$ cat src/rtl/uart_tx.sv
// uart_tx: 8-bit UART transmitter, LSB first, with a one-entry holding register
// so a new byte can be queued while the current frame is on the line.
// Optional feature: define UART_TX_PARITY_EN to insert an even-parity bit
// between the data bits and the stop bit(s). Default build has no parity.
// Serial, active and done outputs are registered, so the line lags the FSM
// state by one clock.
module uart_tx #(
    parameter int unsigned CLKS_PER_BIT = 87,
    parameter int unsigned STOP_BITS    = 1
) (
    input  logic       i_clock,
    input  logic       i_rst_n,
    input  logic       i_Tx_DV,
    input  logic [7:0] i_Tx_Byte,
    output logic       o_Tx_Ready,
    output logic       o_Tx_Serial,
    output logic       o_Tx_Active,
    output logic       o_Tx_Done
);

    // Terminal counts for one bit period and for the whole stop field.
    localparam logic [8:0] BIT_LAST  = 9'(CLKS_PER_BIT - 1);
    localparam logic [8:0] STOP_LAST = 9'(STOP_BITS * CLKS_PER_BIT - 1);

    typedef enum logic [2:0] {
        S_IDLE,
        S_START,
        S_DATA,
`ifdef UART_TX_PARITY_EN
        S_PARITY,
`endif
        S_STOP,
        S_CLEANUP
    } state_t;

    state_t     r_state;
    logic [8:0] r_clk_cnt;
    logic [2:0] r_bit_idx;
    logic [7:0] r_shift;
    logic [7:0] r_hold_byte;
    logic       r_hold_valid;
    logic       r_serial;
    logic       r_active;
    logic       r_done;

    logic       w_accept;
    logic       w_load;
    logic       w_bit_end;
    logic       w_stop_end;

    // Accept only into an empty holding register; the FSM drains it from
    // IDLE or straight from CLEANUP so back-to-back frames need no idle gap.
    assign w_accept   = i_Tx_DV && !r_hold_valid;
    assign w_load     = r_hold_valid && ((r_state == S_IDLE) || (r_state == S_CLEANUP));
    assign w_bit_end  = (r_clk_cnt == BIT_LAST);
    assign w_stop_end = (r_clk_cnt == STOP_LAST);

    assign o_Tx_Ready  = !r_hold_valid;
    assign o_Tx_Serial = r_serial;
    assign o_Tx_Active = r_active;
    assign o_Tx_Done   = r_done;

    // Holding register: filled on handshake, emptied when the FSM loads it.
    // Accept needs an empty register and load needs a full one, so the two
    // never coincide and a queued byte is never overwritten.
    always_ff @(posedge i_clock) begin
        if (!i_rst_n) begin
            r_hold_valid <= 1'b0;
            r_hold_byte  <= '0;
        end else if (w_accept) begin
            r_hold_valid <= 1'b1;
            r_hold_byte  <= i_Tx_Byte;
        end else if (w_load) begin
            r_hold_valid <= 1'b0;
        end
    end

    // Frame sequencer with registered line, active and done outputs.
    always_ff @(posedge i_clock) begin
        if (!i_rst_n) begin
            r_state   <= S_IDLE;
            r_clk_cnt <= '0;
            r_bit_idx <= '0;
            r_shift   <= '0;
            r_serial  <= 1'b1;
            r_active  <= 1'b0;
            r_done    <= 1'b0;
        end else begin
            r_done <= 1'b0;
            case (r_state)
                S_IDLE: begin
                    r_serial  <= 1'b1;
                    r_active  <= 1'b0;
                    r_clk_cnt <= '0;
                    r_bit_idx <= '0;
                    if (w_load) begin
                        r_shift <= r_hold_byte;
                        r_state <= S_START;
                    end
                end

                S_START: begin
                    r_serial <= 1'b0;
                    r_active <= 1'b1;
                    if (w_bit_end) begin
                        r_clk_cnt <= '0;
                        r_state   <= S_DATA;
                    end else begin
                        r_clk_cnt <= r_clk_cnt + 9'd1;
                    end
                end

                S_DATA: begin
                    r_serial <= r_shift[r_bit_idx];
                    r_active <= 1'b1;
                    if (w_bit_end) begin
                        r_clk_cnt <= '0;
                        r_bit_idx <= r_bit_idx + 3'd1;
                        if (r_bit_idx == 3'd7) begin
`ifdef UART_TX_PARITY_EN
                            r_state <= S_PARITY;
`else
                            r_state <= S_STOP;
`endif
                        end
                    end else begin
                        r_clk_cnt <= r_clk_cnt + 9'd1;
                    end
                end

`ifdef UART_TX_PARITY_EN
                S_PARITY: begin
                    r_serial <= ^r_shift;
                    r_active <= 1'b1;
                    if (w_bit_end) begin
                        r_clk_cnt <= '0;
                        r_state   <= S_STOP;
                    end else begin
                        r_clk_cnt <= r_clk_cnt + 9'd1;
                    end
                end
`endif

                S_STOP: begin
                    r_serial <= 1'b1;
                    r_active <= 1'b1;
                    if (w_stop_end) begin
                        r_clk_cnt <= '0;
                        r_state   <= S_CLEANUP;
                    end else begin
                        r_clk_cnt <= r_clk_cnt + 9'd1;
                    end
                end

                S_CLEANUP: begin
                    r_serial  <= 1'b1;
                    r_active  <= 1'b0;
                    r_done    <= 1'b1;
                    r_clk_cnt <= '0;
                    r_bit_idx <= '0;
                    if (w_load) begin
                        r_shift <= r_hold_byte;
                        r_state <= S_START;
                    end else begin
                        r_state <= S_IDLE;
                    end
                end

                default: begin
                    r_state <= S_IDLE;
                end
            endcase
        end
    end

endmodule

$ cat config.mk
export PLATFORM = sky130hd
export DESIGN_NAME = uart_tx
export DESIGN_NICKNAME = d
export VERILOG_FILES = /design/src/rtl/uart_tx.sv
export SDC_FILE = /design/constraint.sdc
export NUM_CORES = 1
export LEC_CHECK = 0
export ABC_CLOCK_PERIOD_IN_PS = 1800
export CAP_MARGIN = 30
export CORE_MARGIN = 5
export CORE_UTILIZATION = 35
export DETAILED_ROUTE_END_ITERATION = 10
export SYNTH_ARGS = -nofsm -noshare
export SYNTH_HDL_FRONTEND = slang
export SYNTH_SLANG_ARGS = --single-unit
$ cat constraint.sdc
create_clock -name i_clock -period 1.8 [get_ports i_clock]
set_input_delay 0.36 -clock i_clock [delete_from_list [all_inputs] [get_ports i_clock]]
set_output_delay 0.36 -clock i_clock [all_outputs]
set_load 0.03 [all_outputs]
==> results.sh <==
export IMPL_outcome="finished, final reports clean"
export IMPL_timing_slew_headroom_pct=70.25
export IMPL_netlist_instances=163
export IMPL_critical_path_required_ns=1.44
export IMPL_postCtsHoldBufs=0
export IMPL_holdWs_ns=0.4661
export IMPL_yosysMostFrequentCell="dfxtp_1"
export IMPL_synth_cell_types=34
export IMPL_worst_slack_ns=0.09847
export IMPL_ant_nets=0
export IMPL_clkPwrFrac_pct=42.7
export IMPL_core_sq_um=4384
export IMPL_ys_ff_latch=35
export IMPL_arrival_ns=1.34
export IMPL_yosys_top_cells_area="dfxtp_1 (44%), mux2i_1 (13%), nor2b_1 (7.1%)"
export IMPL_synth_nets=178
export IMPL_clock_sinks=35
export IMPL_p_int_w=0.001334
export IMPL_p_per_area_nw_per_um2=893.5
export IMPL_grt_ovfl_total=0
export IMPL_timing_final_hold_violations=0
export IMPL_start_util_pct=36.33
export IMPL_row_count=24
export IMPL_r2r_start="r_clk_cnt[0]"
export IMPL_synthToLayoutAreaGrowth_pct=19.95
export IMPL_post_cts_resized=0
export IMPL_clk_insertion_delay_late_ns=0.28
export IMPL_dp_slack_ns=0.1433
export IMPL_peakVddDrop_uv=369.4
export IMPL_nets=196
export IMPL_r2r_slack_ns=0.20
export IMPL_combPwrFrac_pct=9.2
export IMPL_routed_wl_um=2910
export IMPL_slew_viol_final=0
export IMPL_grt_max_degree=22
export IMPL_dp_cells=226
export IMPL_fmax_mhz=587.7
export IMPL_via_per_inst=4.979
export IMPL_async_flop_share_pct=0
export IMPL_grtUsageTotal_pct=10.61
export IMPL_reg2reg_depth=7
export IMPL_boundaryPins=15
export IMPL_power_w=0.001707
export IMPL_end_kind="output pin"
export IMPL_drc_errors=0
export IMPL_min_path_type="flip-flop to flip-flop"
export IMPL_p_leak_nw=0.7319
export IMPL_drive_gt1_share_pct=11.54
export IMPL_grt_pass1_wl_um=5237
export IMPL_post_route_min_period_ns=1.702
export IMPL_crit_end="o_Tx_Ready"
export IMPL_synth_largest_area_cell="dfxtp_1"
export IMPL_dr_total_vias=1165
export IMPL_wire_per_inst_um=12.44
export IMPL_p_switching_w=0.0003726
export IMPL_place_hpwl_um=2175
export IMPL_critPathLaunchType="flip-flop"
export IMPL_synthFlopType="dfxtp_1"
export IMPL_crit_fanout=3
export IMPL_numCtsBuffers=5
export IMPL_drt_iter0_markers=10
export IMPL_netSwitchingFraction_pct=21.83
export IMPL_clk_pin_slew_ns=0.07
export IMPL_antennaDiodeCount=0
export IMPL_final_period_utilization_pct=94.53
export IMPL_dieArea_sq_um=6000
export IMPL_antenna_found_initial=0
export IMPL_cts_max_level=2
export IMPL_fillers=418
export IMPL_rsz0062_at_grt="false"
export IMPL_timing_rr_end="r_clk_cnt[4]"
export IMPL_io_buffer_count=14
export IMPL_grt_pass1_vias=1188
export IMPL_drt_first_pass_iters=4
export IMPL_netlist_top_cells_count="dfxtp_1 (35), mux2i_1 (20), nor2b_1 (18)"
export IMPL_met2_usage_pct=17.68
export IMPL_pwr_share_seq_pct=48.1
export IMPL_worstMarginPinSlew_ns=0.4456
export IMPL_fin_cells=234
export IMPL_final_setup_viol_count=0
export IMPL_met1_usage_pct=11.90
export IMPL_die_w_um=77.46
export IMPL_die_height_um=77.46
export IMPL_syn_area_sq_um=1593
export IMPL_yosysWarnings=0
export IMPL_maxCapViolCount=0
export IMPL_seq_area_frac_synth_pct=43.99
export IMPL_cts_tree="done"
export IMPL_cts_buffer_depth=2
export IMPL_crit_path_start="r_hold_valid"
export IMPL_synth_top_area_share_pct=43.99
export IMPL_synth_avg_cell_area_sq_um=9.772
export IMPL_worst_clock_skew_ns=0.004401
export IMPL_setup_tns_ns=0
export IMPL_crit_type="flip-flop to output pin"
export IMPL_gp_congestion=0.8370
export IMPL_synth_edff_count=0
export IMPL_met3_usage_pct=3.588
export IMPL_top_usage_layer="met2"
export IMPL_cts_setup_buffers=0
export IMPL_clockRootBuffer="clkbuf_8"
worst max-delay path, cell delays in order, from the launching register on:
cell             delay [ns]
dfxtp_1                0.32
inv_1                  0.07
clkdlybuf4s50_1        0.66
placed cells by master (no fill, tap or decap), types with 2 or more instances in the layout:
cell,netlist,routed
inv_1,3,3
clkdlybuf4s50_1,0,14
buf_4,0,5
a22o_1,3,3
o21a_1,2,2
and4bb_4,2,2
a31oi_1,4,4
xor2_1,3,3
nand3_1,6,6
mux2i_1,20,20
nor2b_1,18,18
a21oi_1,4,4
nor3_1,5,5
a21o_1,2,2
dfxtp_1,35,35
nand2_1,13,13
ha_1,4,4
o21ai_0,3,3
clkbuf_8,0,6
nor2_1,14,14
cell families (layout without fill, tap and decap cells):
family / after synthesis / in the layout / synth area share, %
DFF: 35 / 35 / 43.99
and+or+nand+nor: 63 / 63 / 21.21
muxes: 22 / 22 / 14.69
xor gates and xnor gates: 3 / 3 / 1.650
AOI/OAI and AO/OA: 25 / 25 / 11.94
adders and majority gates: 4 / 4 / 3.142
buffers and inverters: 11 / 30 / 3.378
flip-flops by register name, summed over array words and instances, names as in the netlist:
signal        flops
r_clk_cnt         9
r_hold_byte       8
r_shift           8
r_bit_idx         3
r_state           3
o_Tx_Active       1
o_Tx_Done         1
o_Tx_Serial       1
r_hold_valid      1
metal layers:
| layer | up-vias | routed length, um |
|---|---|---|
| met5 | - | 0 |
| met4 | 0 | 55 |
| met3 | 5 | 88 |
| met2 | 11 | 1441 |
| met1 | 547 | 1325 |
| li1 | 602 | - |
worst min-delay path by stage:
| stage | from | end | cells after the start |
|---|---|---|---|
| floorplan | r_clk_cnt[8] | r_clk_cnt[8] | 1 |
| global placement | o_Tx_Active | o_Tx_Active | 1 |
| detailed placement | o_Tx_Active | o_Tx_Active | 1 |
| CTS | o_Tx_Active | o_Tx_Active | 1 |
| global route | o_Tx_Active | o_Tx_Active | 1 |
| finish | o_Tx_Active | o_Tx_Active | 1 |
power groups by stage:
stage,clock (W),sequential [W],combinational (W)
final,0.000729,0.000822,0.000156
after global routing,0.000787,0.000826,0.000172
after CTS,0.000754,0.000822,0.000159
after detailed placement,0,0.000840,0.000159
after global placement,0,0.000839,0.000155
after floorplan,0,0.000836,0.000107
stage by stage:
step | utilization, % | area, sq um
3_3_place_gp | 40.90 | 1793
4_1_cts | 43.58 | 1911
3_5_place_dp | 40.90 | 1793
6_report | 43.58 | 1911
2_1_floorplan | - | 1593
5_1_grt | 43.58 | 1911
area by class of cell:
cell class | instances | area (sq um) | area share [%]
clock buffers | 6 | 82.58 | 4.322
clock inverters | 2 | 35.03 | 1.834
inverters | 3 | 11.26 | 0.5894
multi-input cells | 117 | 838.3 | 43.88
flip-flops and latches | 35 | 700.7 | 36.67
well taps | 52 | 65.06 | 3.405
repair buffers | 19 | 177.7 | 9.299
(Power assumes the default switching activity.)
